`config.mk`:
```
export PLATFORM = sky130hd
export DESIGN_NAME = vexriscv_dbus_ram_ctrl
export DESIGN_NICKNAME = d
export VERILOG_FILES = /design/src/rtl/vexriscv_bus_pkg.sv /design/src/rtl/vexriscv_rsp_fifo.sv /design/src/rtl/vexriscv_dbus_ram_ctrl.sv
export SDC_FILE = /design/constraint.sdc
export NUM_CORES = 1
export LEC_CHECK = 0
export ABC_AREA = 1
export CORE_UTILIZATION = 39
export CTS_CLUSTER_DIAMETER = 120
export DETAILED_ROUTE_END_ITERATION = 8
export GPL_ROUTABILITY_DRIVEN = 1
export GPL_TIMING_DRIVEN = 0
export HOLD_SLACK_MARGIN = 0.12
export PLACE_DENSITY = 0.84
export SLEW_MARGIN = 10
export SYNTH_ARGS = -nofsm -noshare
export SYNTH_HDL_FRONTEND = slang
export SYNTH_SLANG_ARGS = --single-unit
```
`constraint.sdc`:
```
create_clock -name clk -period 2.6 [get_ports clk]
set_input_delay 0.52 -clock clk [delete_from_list [all_inputs] [get_ports clk]]
set_output_delay 0.52 -clock clk [all_outputs]
set_load 0.05 [all_outputs]
```
`src/rtl/vexriscv_bus_pkg.sv`:
```
// Shared types and helpers for the VexRiscv data-bus to RAM controller.
// Holds the access-size encoding, the response record and the byte-enable builder.
package vexriscv_bus_pkg;

  typedef enum logic [1:0] {
    SZ_BYTE = 2'd0,
    SZ_HALF = 2'd1,
    SZ_WORD = 2'd2
  } size_e;

  typedef struct packed {
    logic [31:0] data;
    logic        error;
  } rsp_t;

  // Byte lanes touched by an access of the given size at the given low address bits.
  function automatic logic [3:0] be_from_size(input logic [1:0] size, input logic [1:0] lo);
    logic [3:0] be;
    case (size)
      SZ_BYTE: be = 4'b0001 << lo;
      SZ_HALF: be = lo[1] ? 4'b1100 : 4'b0011;
      SZ_WORD: be = 4'b1111;
      default: be = 4'b0000;
    endcase
    return be;
  endfunction

endpackage

```
`src/rtl/vexriscv_rsp_fifo.sv`:
```
// Synchronous response FIFO with fall-through from an empty state, so a read
// response can reach the CPU in the same cycle the RAM produces it.
module vexriscv_rsp_fifo
  import vexriscv_bus_pkg::*;
#(
  parameter int DEPTH = 2
) (
  input  logic                     clk,
  input  logic                     rst_n,
  input  logic                     push,
  input  rsp_t                     push_data,
  input  logic                     pop,
  output logic                     head_valid,
  output rsp_t                     head,
  output logic [$clog2(DEPTH):0]   count
);

  localparam int PW = $clog2(DEPTH);
  localparam int CW = PW + 1;

  rsp_t            mem_r [DEPTH];
  logic [PW-1:0]   rd_ptr_r;
  logic [PW-1:0]   wr_ptr_r;
  logic [CW-1:0]   count_r;
  logic            empty_s;
  logic            store_s;
  logic            drain_s;

  assign empty_s = (count_r == {CW{1'b0}});
  // A push that is consumed immediately while empty never occupies storage.
  assign store_s = push & ~(empty_s & pop);
  assign drain_s = pop & ~empty_s;
  assign count   = count_r;

  // Head selection: stored entry first, otherwise the bypassed push, otherwise zero.
  always_comb begin
    head       = '0;
    head_valid = 1'b0;
    if (!empty_s) begin
      head       = mem_r[rd_ptr_r];
      head_valid = 1'b1;
    end else if (push) begin
      head       = push_data;
      head_valid = 1'b1;
    end else begin
      head       = '0;
      head_valid = 1'b0;
    end
  end

  // Storage array; contents are only meaningful where count says so.
  always_ff @(posedge clk) begin
    if (store_s) begin
      mem_r[wr_ptr_r] <= push_data;
    end
  end

  // Pointers and occupancy; reset discards anything queued.
  always_ff @(posedge clk or negedge rst_n) begin
    if (!rst_n) begin
      rd_ptr_r <= {PW{1'b0}};
      wr_ptr_r <= {PW{1'b0}};
      count_r  <= {CW{1'b0}};
    end else begin
      if (store_s) begin
        wr_ptr_r <= wr_ptr_r + PW'(1);
      end
      if (drain_s) begin
        rd_ptr_r <= rd_ptr_r + PW'(1);
      end
      count_r <= count_r + {{(CW-1){1'b0}}, store_s} - {{(CW-1){1'b0}}, drain_s};
    end
  end

endmodule

```
`src/rtl/vexriscv_dbus_ram_ctrl.sv`:
```
// VexRiscv dbus initiator into the shared byte-write RAM: range/alignment decode,
// lane steering, one-cycle read tracking and credit-based response buffering.
module vexriscv_dbus_ram_ctrl
  import vexriscv_bus_pkg::*;
#(
  parameter int          RAM_DEPTH = 1024,
  parameter logic [31:0] BASE_ADDR = 32'h0000_0000,
  parameter int          RSP_DEPTH = 2,
  localparam int         AW        = $clog2(RAM_DEPTH)
) (
  input  logic          clk,
  input  logic          rst_n,
  input  logic          cmd_valid,
  output logic          cmd_ready,
  input  logic          cmd_wr,
  input  logic [31:0]   cmd_addr,
  input  logic [31:0]   cmd_data,
  input  logic [1:0]    cmd_size,
  output logic          rsp_valid,
  input  logic          rsp_ready,
  output logic [31:0]   rsp_data,
  output logic          rsp_error,
  output logic          ram_en,
  output logic [3:0]    ram_we,
  output logic [AW-1:0] ram_addr,
  output logic [31:0]   ram_din,
  input  logic [31:0]   ram_dout
);

  localparam int             CW          = $clog2(RSP_DEPTH) + 1;
  localparam logic [CW:0]    RSP_DEPTH_C = RSP_DEPTH[CW:0];

  logic          ready_en_r;
  logic          inflight_r;
  logic          rd_err_r;
  logic          in_range_s;
  logic          align_ok_s;
  logic          legal_s;
  logic          accept_s;
  logic          rd_accept_s;
  logic [CW-1:0] count_s;
  logic [CW:0]   used_s;
  rsp_t          push_data_s;
  rsp_t          head_s;

  // The window is aligned to its own size, so a tag compare on the upper bits decodes it.
  assign in_range_s = (cmd_addr[31:AW+2] == BASE_ADDR[31:AW+2]);

  // Alignment and size legality; size 3 falls into the default.
  always_comb begin
    align_ok_s = 1'b0;
    case (cmd_size)
      SZ_BYTE: align_ok_s = 1'b1;
      SZ_HALF: align_ok_s = ~cmd_addr[0];
      SZ_WORD: align_ok_s = (cmd_addr[1:0] == 2'b00);
      default: align_ok_s = 1'b0;
    endcase
  end

  assign legal_s     = in_range_s & align_ok_s;
  assign accept_s    = cmd_valid & cmd_ready;
  assign rd_accept_s = accept_s & ~cmd_wr;
  assign ram_en      = accept_s & legal_s;

  // Lane steering toward the RAM; everything idles at zero when no access is issued.
  always_comb begin
    ram_addr = {AW{1'b0}};
    ram_we   = 4'b0000;
    ram_din  = 32'h0000_0000;
    if (ram_en) begin
      ram_addr = cmd_addr[AW+1:2];
      if (cmd_wr) begin
        ram_we = be_from_size(cmd_size, cmd_addr[1:0]);
        case (cmd_size)
          SZ_BYTE: ram_din = {4{cmd_data[7:0]}};
          SZ_HALF: ram_din = {2{cmd_data[15:0]}};
          SZ_WORD: ram_din = cmd_data;
          default: ram_din = 32'h0000_0000;
        endcase
      end else begin
        ram_we  = 4'b0000;
        ram_din = 32'h0000_0000;
      end
    end else begin
      ram_addr = {AW{1'b0}};
      ram_we   = 4'b0000;
      ram_din  = 32'h0000_0000;
    end
  end

  // Read tracking: a read accepted this cycle produces exactly one response next cycle.
  always_ff @(posedge clk or negedge rst_n) begin
    if (!rst_n) begin
      ready_en_r <= 1'b0;
      inflight_r <= 1'b0;
      rd_err_r   <= 1'b0;
    end else begin
      ready_en_r <= 1'b1;
      inflight_r <= rd_accept_s;
      rd_err_r   <= rd_accept_s & ~legal_s;
    end
  end

  // Response record for the read resolved this cycle.
  always_comb begin
    push_data_s = '0;
    if (rd_err_r) begin
      push_data_s.data  = 32'h0000_0000;
      push_data_s.error = 1'b1;
    end else begin
      push_data_s.data  = ram_dout;
      push_data_s.error = 1'b0;
    end
  end

  // Credits use the registered occupancy only, keeping rsp_ready off the cmd_ready path.
  assign used_s    = {1'b0, count_s} + {{CW{1'b0}}, inflight_r};
  assign cmd_ready = ready_en_r & (used_s < RSP_DEPTH_C);

  vexriscv_rsp_fifo #(
    .DEPTH (RSP_DEPTH)
  ) u_rsp_fifo (
    .clk        (clk),
    .rst_n      (rst_n),
    .push       (inflight_r),
    .push_data  (push_data_s),
    .pop        (rsp_valid & rsp_ready),
    .head_valid (rsp_valid),
    .head       (head_s),
    .count      (count_s)
  );

  assign rsp_data  = head_s.data;
  assign rsp_error = head_s.error;

endmodule
```
==> results of run 1 <==
==> area by class of cell <==
cell class	instances	share of cell area [%]
clock inverter	5	1.25
multi-input combinational	341	26.4
timing repair buffer	195	28.3
clock buffer	10	1.96
sequential	73	33.1
tap	136	2.61
inverter	63	3.67
buffer	27	2.71
==> cells in the final DEF (no fill, tap or decap), types with 3 or more instances in the layout <==
| cell type | count |
|---|---|
| clkbuf_4 | 3 |
| o21ai_0 | 35 |
| clkbuf_8 | 9 |
| dlygate4sd2_1 | 15 |
| nor2_2 | 14 |
| o22ai_1 | 33 |
| buf_2 | 37 |
| nor2_1 | 66 |
| clkbuf_1 | 4 |
| nand2_1 | 137 |
| dfrtp_1 | 7 |
| buf_16 | 3 |
| nand3_1 | 12 |
| edfxtp_1 | 66 |
| buf_8 | 3 |
| buf_6 | 22 |
| dlymetal6s2s_1 | 11 |
| buf_4 | 29 |
| nor2_4 | 25 |
| clkdlybuf4s50_1 | 78 |
| clkbuf_2 | 12 |
| o21ai_1 | 3 |
| inv_1 | 61 |
| nand2_2 | 3 |
==> state kept, by name (all words and copies together), names as in the netlist <==
register / flops
u_rsp_fifo.count: 2
u_rsp_fifo.mem_r: 66
ready_en_r: 1
rd_err_r: 1
u_rsp_fifo.wr_ptr_r: 1
u_rsp_fifo.rd_ptr_r: 1
inflight_r: 1
==> cells in the mapped netlist (all sizes together) <==
cell and number:
edfxtp 66, a21oi 1, a31oi 1, inv 63, nand3 13, dfrtp 7, o21ai 39, xnor2 2
nand2 141, conb 1, ha 2, nor2 105, or2 2, o22ai 33, buf 13, clkbuf 14
xor2 1
==> timing repair <==
| action | 4_1_cts | 5_1_grt |
|---|---|---|
| hold endpoints to repair | 0 | 0 |
| pin swaps | 18 | 15 |
| buffers inserted | 7 | 1 |
| setup endpoints to repair | 81 | 78 |
| hold buffers | 0 | 0 |
| gates cloned | 2 | 1 |
| gates resized for setup | 445 | 68 |
==> worst min-delay path by stage <==
stage / start / slack (ns) / to / depth (start not counted)
4_1_cts: rst_n / 0.44 / u_rsp_fifo.count[1] / 1
3_5_place_dp: rd_err_r / 0.48 / u_rsp_fifo.mem_r[0][0] / 0
5_1_grt: rst_n / 0.44 / u_rsp_fifo.count[1] / 1
3_3_place_gp: rd_err_r / 0.46 / u_rsp_fifo.mem_r[0][0] / 0
6_report: rst_n / 0.43 / u_rsp_fifo.count[1] / 1
2_1_floorplan: rst_n / 0.22 / inflight_r / 0
==> power breakdown <==
group          total, uW  leakage, uW  internal, uW  switching [uW]
sequential          1440     0.000683          1390            46.3
combinational       2840      0.00219           757            2090
clock                928     0.000102           535             393
total               5210      0.00297          2690            2520
==> metal layers <==
layer / up-vias / part of all wire (%) / global-route usage (%)
li1: 2031 / - / -
met1: 1920 / 36 / 24.1
met2: 221 / 54 / 42.7
met3: 30 / 7.6 / 4.78
met4: 0 / 2.7 / 8.73
met5: - / 0 / 0
==> cells by family after synthesis <==
family	count (synthesis)
simple gates	261
flops	73
other cells	1
fa+ha+maj	2
compound gates	74
xor+xnor	3
buf+inv	90
==> stage by stage <==
| stage | power (uW) | util (%) |
|---|---|---|
| 2_1_floorplan | 3450 | - |
| 3_3_place_gp | 4450 | 59.6 |
| 3_5_place_dp | 4540 | 60.3 |
| 4_1_cts | 5320 | 62.9 |
| 5_1_grt | 5460 | 62.5 |
| 6_report | 5210 | 62.5 |
==> flow_summary_export.csv, run 1 <==
group,metric,value,unit
sta,hold_viol,0,
sta,fin_tns_setup,0,ns
synthesis,synth_top_family_by_area,"simple AND/OR/NAND/NOR gates",
sta,setup_viol,0,
critical_path,path_buf_inv,5,
placement,pre_cts_ws,-0.996,ns
critical_path,crit_required,2.08,ns
final_layout,seqCellArea,2160,sq um
synthesis,synth_nets,609,
power_and_ir_drop,ir_drop,0.517,mV
clocking,h-tree-depth,3,
critical_path,worst-path-stages,11,
sta,clock.fmax,406,MHz
synthesis,synth_compound_area_share,9.80,%
synthesis,synth_top_area_cell,"edfxtp_1",
critical_path,crit_slowest_cell,"dlygate4sd2_1",
floorplan,start_util,40.5,%
floorplan,io-pin-count,185,
critical_path,r2r-end,"u_rsp_fifo.mem_r[1][2]",
critical_path,cp-endpoint,"ram_din[26]",
critical_path,startpoint,"cmd_addr[31]",
critical_path,critPathKind,"input pin to output pin",
sta,setup_slack,0.134,ns
floorplan,fp.coreArea,10400,sq um
critical_path,reg2reg_slack,0.49,ns
flow_run,cap_violations,0,
synthesis,netlist_instances,504,
synthesis,muxShareOfSynthArea,0,%
route,drc,0,
clocking,root_buffer,"clkbuf_8",
sta,relSlewSlack,51.0,%
route,ant_nets,0,
sta,rsz0062_at_grt,"no",
critical_path,crit_fanout,6,
global_routing,grt_max_degree,21,
clocking,clk_pin_slew,0.07,ns
sta,slew_viol_final,0,
global_routing,overflow,0,
clocking,cts_buffer_depth,2,
synthesis,synth.cell_area,4210,sq um
final_layout,area_growth,54.5,%
power_and_ir_drop,power_density,800,nW/um^2
final_layout,final_area,6510,sq um
floorplan,die_h,106,um
status,status,"finished, final reports clean",
final_layout,drive_gt1_share,24.9,%
route,vias_per_cell,4.94,
clocking,clk_latency,0.34,ns
critical_path,cp-end-kind,"output pin",
synthesis,ys_warn_count,0,
sta,holdWs,0.432,ns
critical_path,cp_top_family,"buffers and inverters",
route,finalWirelength,12.6,mm
critical_path,reg2regPathDepth,5,
critical_path,max_stage_delay,0.23,ns
global_routing,grt_pass1_vias,4244,
global_routing,antenna_found_initial,0,
synthesis,postSynthAreaPerCell,8.36,sq um
synthesis,synth_area_leaders,"edfxtp_1 (47%), nand2_1 (12%), nor2_1 (6.6%)",
final_layout,fin_nets,815,
route,drt_iter0_drc,383,
route,dr.pass1.iters,6,
floorplan,fp.dieW,106,um
sta,period_minus_slack,2.47,ns
clocking,cts_tree,"built",
final_layout,multi_input_area,1720,sq um
critical_path,arrival,1.95,ns
clocking,clock-sinks,73,
critical_path,cp_cell_sequence,"dlygate4sd2_1 -> inv_1 -> nand2_1 -> nor2_2 -> nand3_2 -> nor2_4 -> nand2_2 -> buf_8 -> buf_12 -> nor2_4 -> buf_8",
floorplan,die-area,11200,sq um
synthesis,ys_seq_area_share,51.2,%
critical_path,startpoint_type,"input pin",
synthesis,synth_cell_types,30,
placement,dp_hpwl,9.40,mm
sta,layout_worst_path_cycle_share,94.8,%
global_routing,grt_pass1_wl,19.7,mm
route,vias,4202,
synthesis,synth_seq_cells,73,
placement,place_area,6280,sq um
sta,fin_skew,0.00734,ns
route,wl_per_cell,14.8,um
placement,gp_congestion,0.802,
synthesis,synth-xor-area-share,0.624,%
placement,io_buffer_count,182,
sta,tightest_slew,0.727,ns
synthesis,synth_top_area_share,47.0,%
final_layout,final_cell_count_no_fill,850,
critical_path,r2r-start,"u_rsp_fifo.count[0]",
power_and_ir_drop,p_leak,0.00297,uW
final_layout,antenna_cells,0,
global_routing,grtUsageTotal,22.5,%
synthesis,yosys.area_share.simple,28.3,%
floorplan,rows,37,
synthesis,yosys.area_share.adder,0.594,%
worst_hold_path,hold_path.class,"input pin to async pin",
clocking,cts_buffers,9,
final_layout,nFillCells,886,
placement,dp_cells,824,
(Power assumes the default switching activity.)
==> inputs of run 2 (changes only) <==
--- a/config.mk
+++ b/config.mk
@@ -13,7 +13,7 @@
 export GPL_TIMING_DRIVEN = 0
 export HOLD_SLACK_MARGIN = 0.12
 export PLACE_DENSITY = 0.84
-export SLEW_MARGIN = 10
+export SLEW_MARGIN = 20
 export SYNTH_ARGS = -nofsm -noshare
 export SYNTH_HDL_FRONTEND = slang
 export SYNTH_SLANG_ARGS = --single-unit
==> results of run 2 <==
No change in the layout: final DEF, timing and power equal those of run 1.
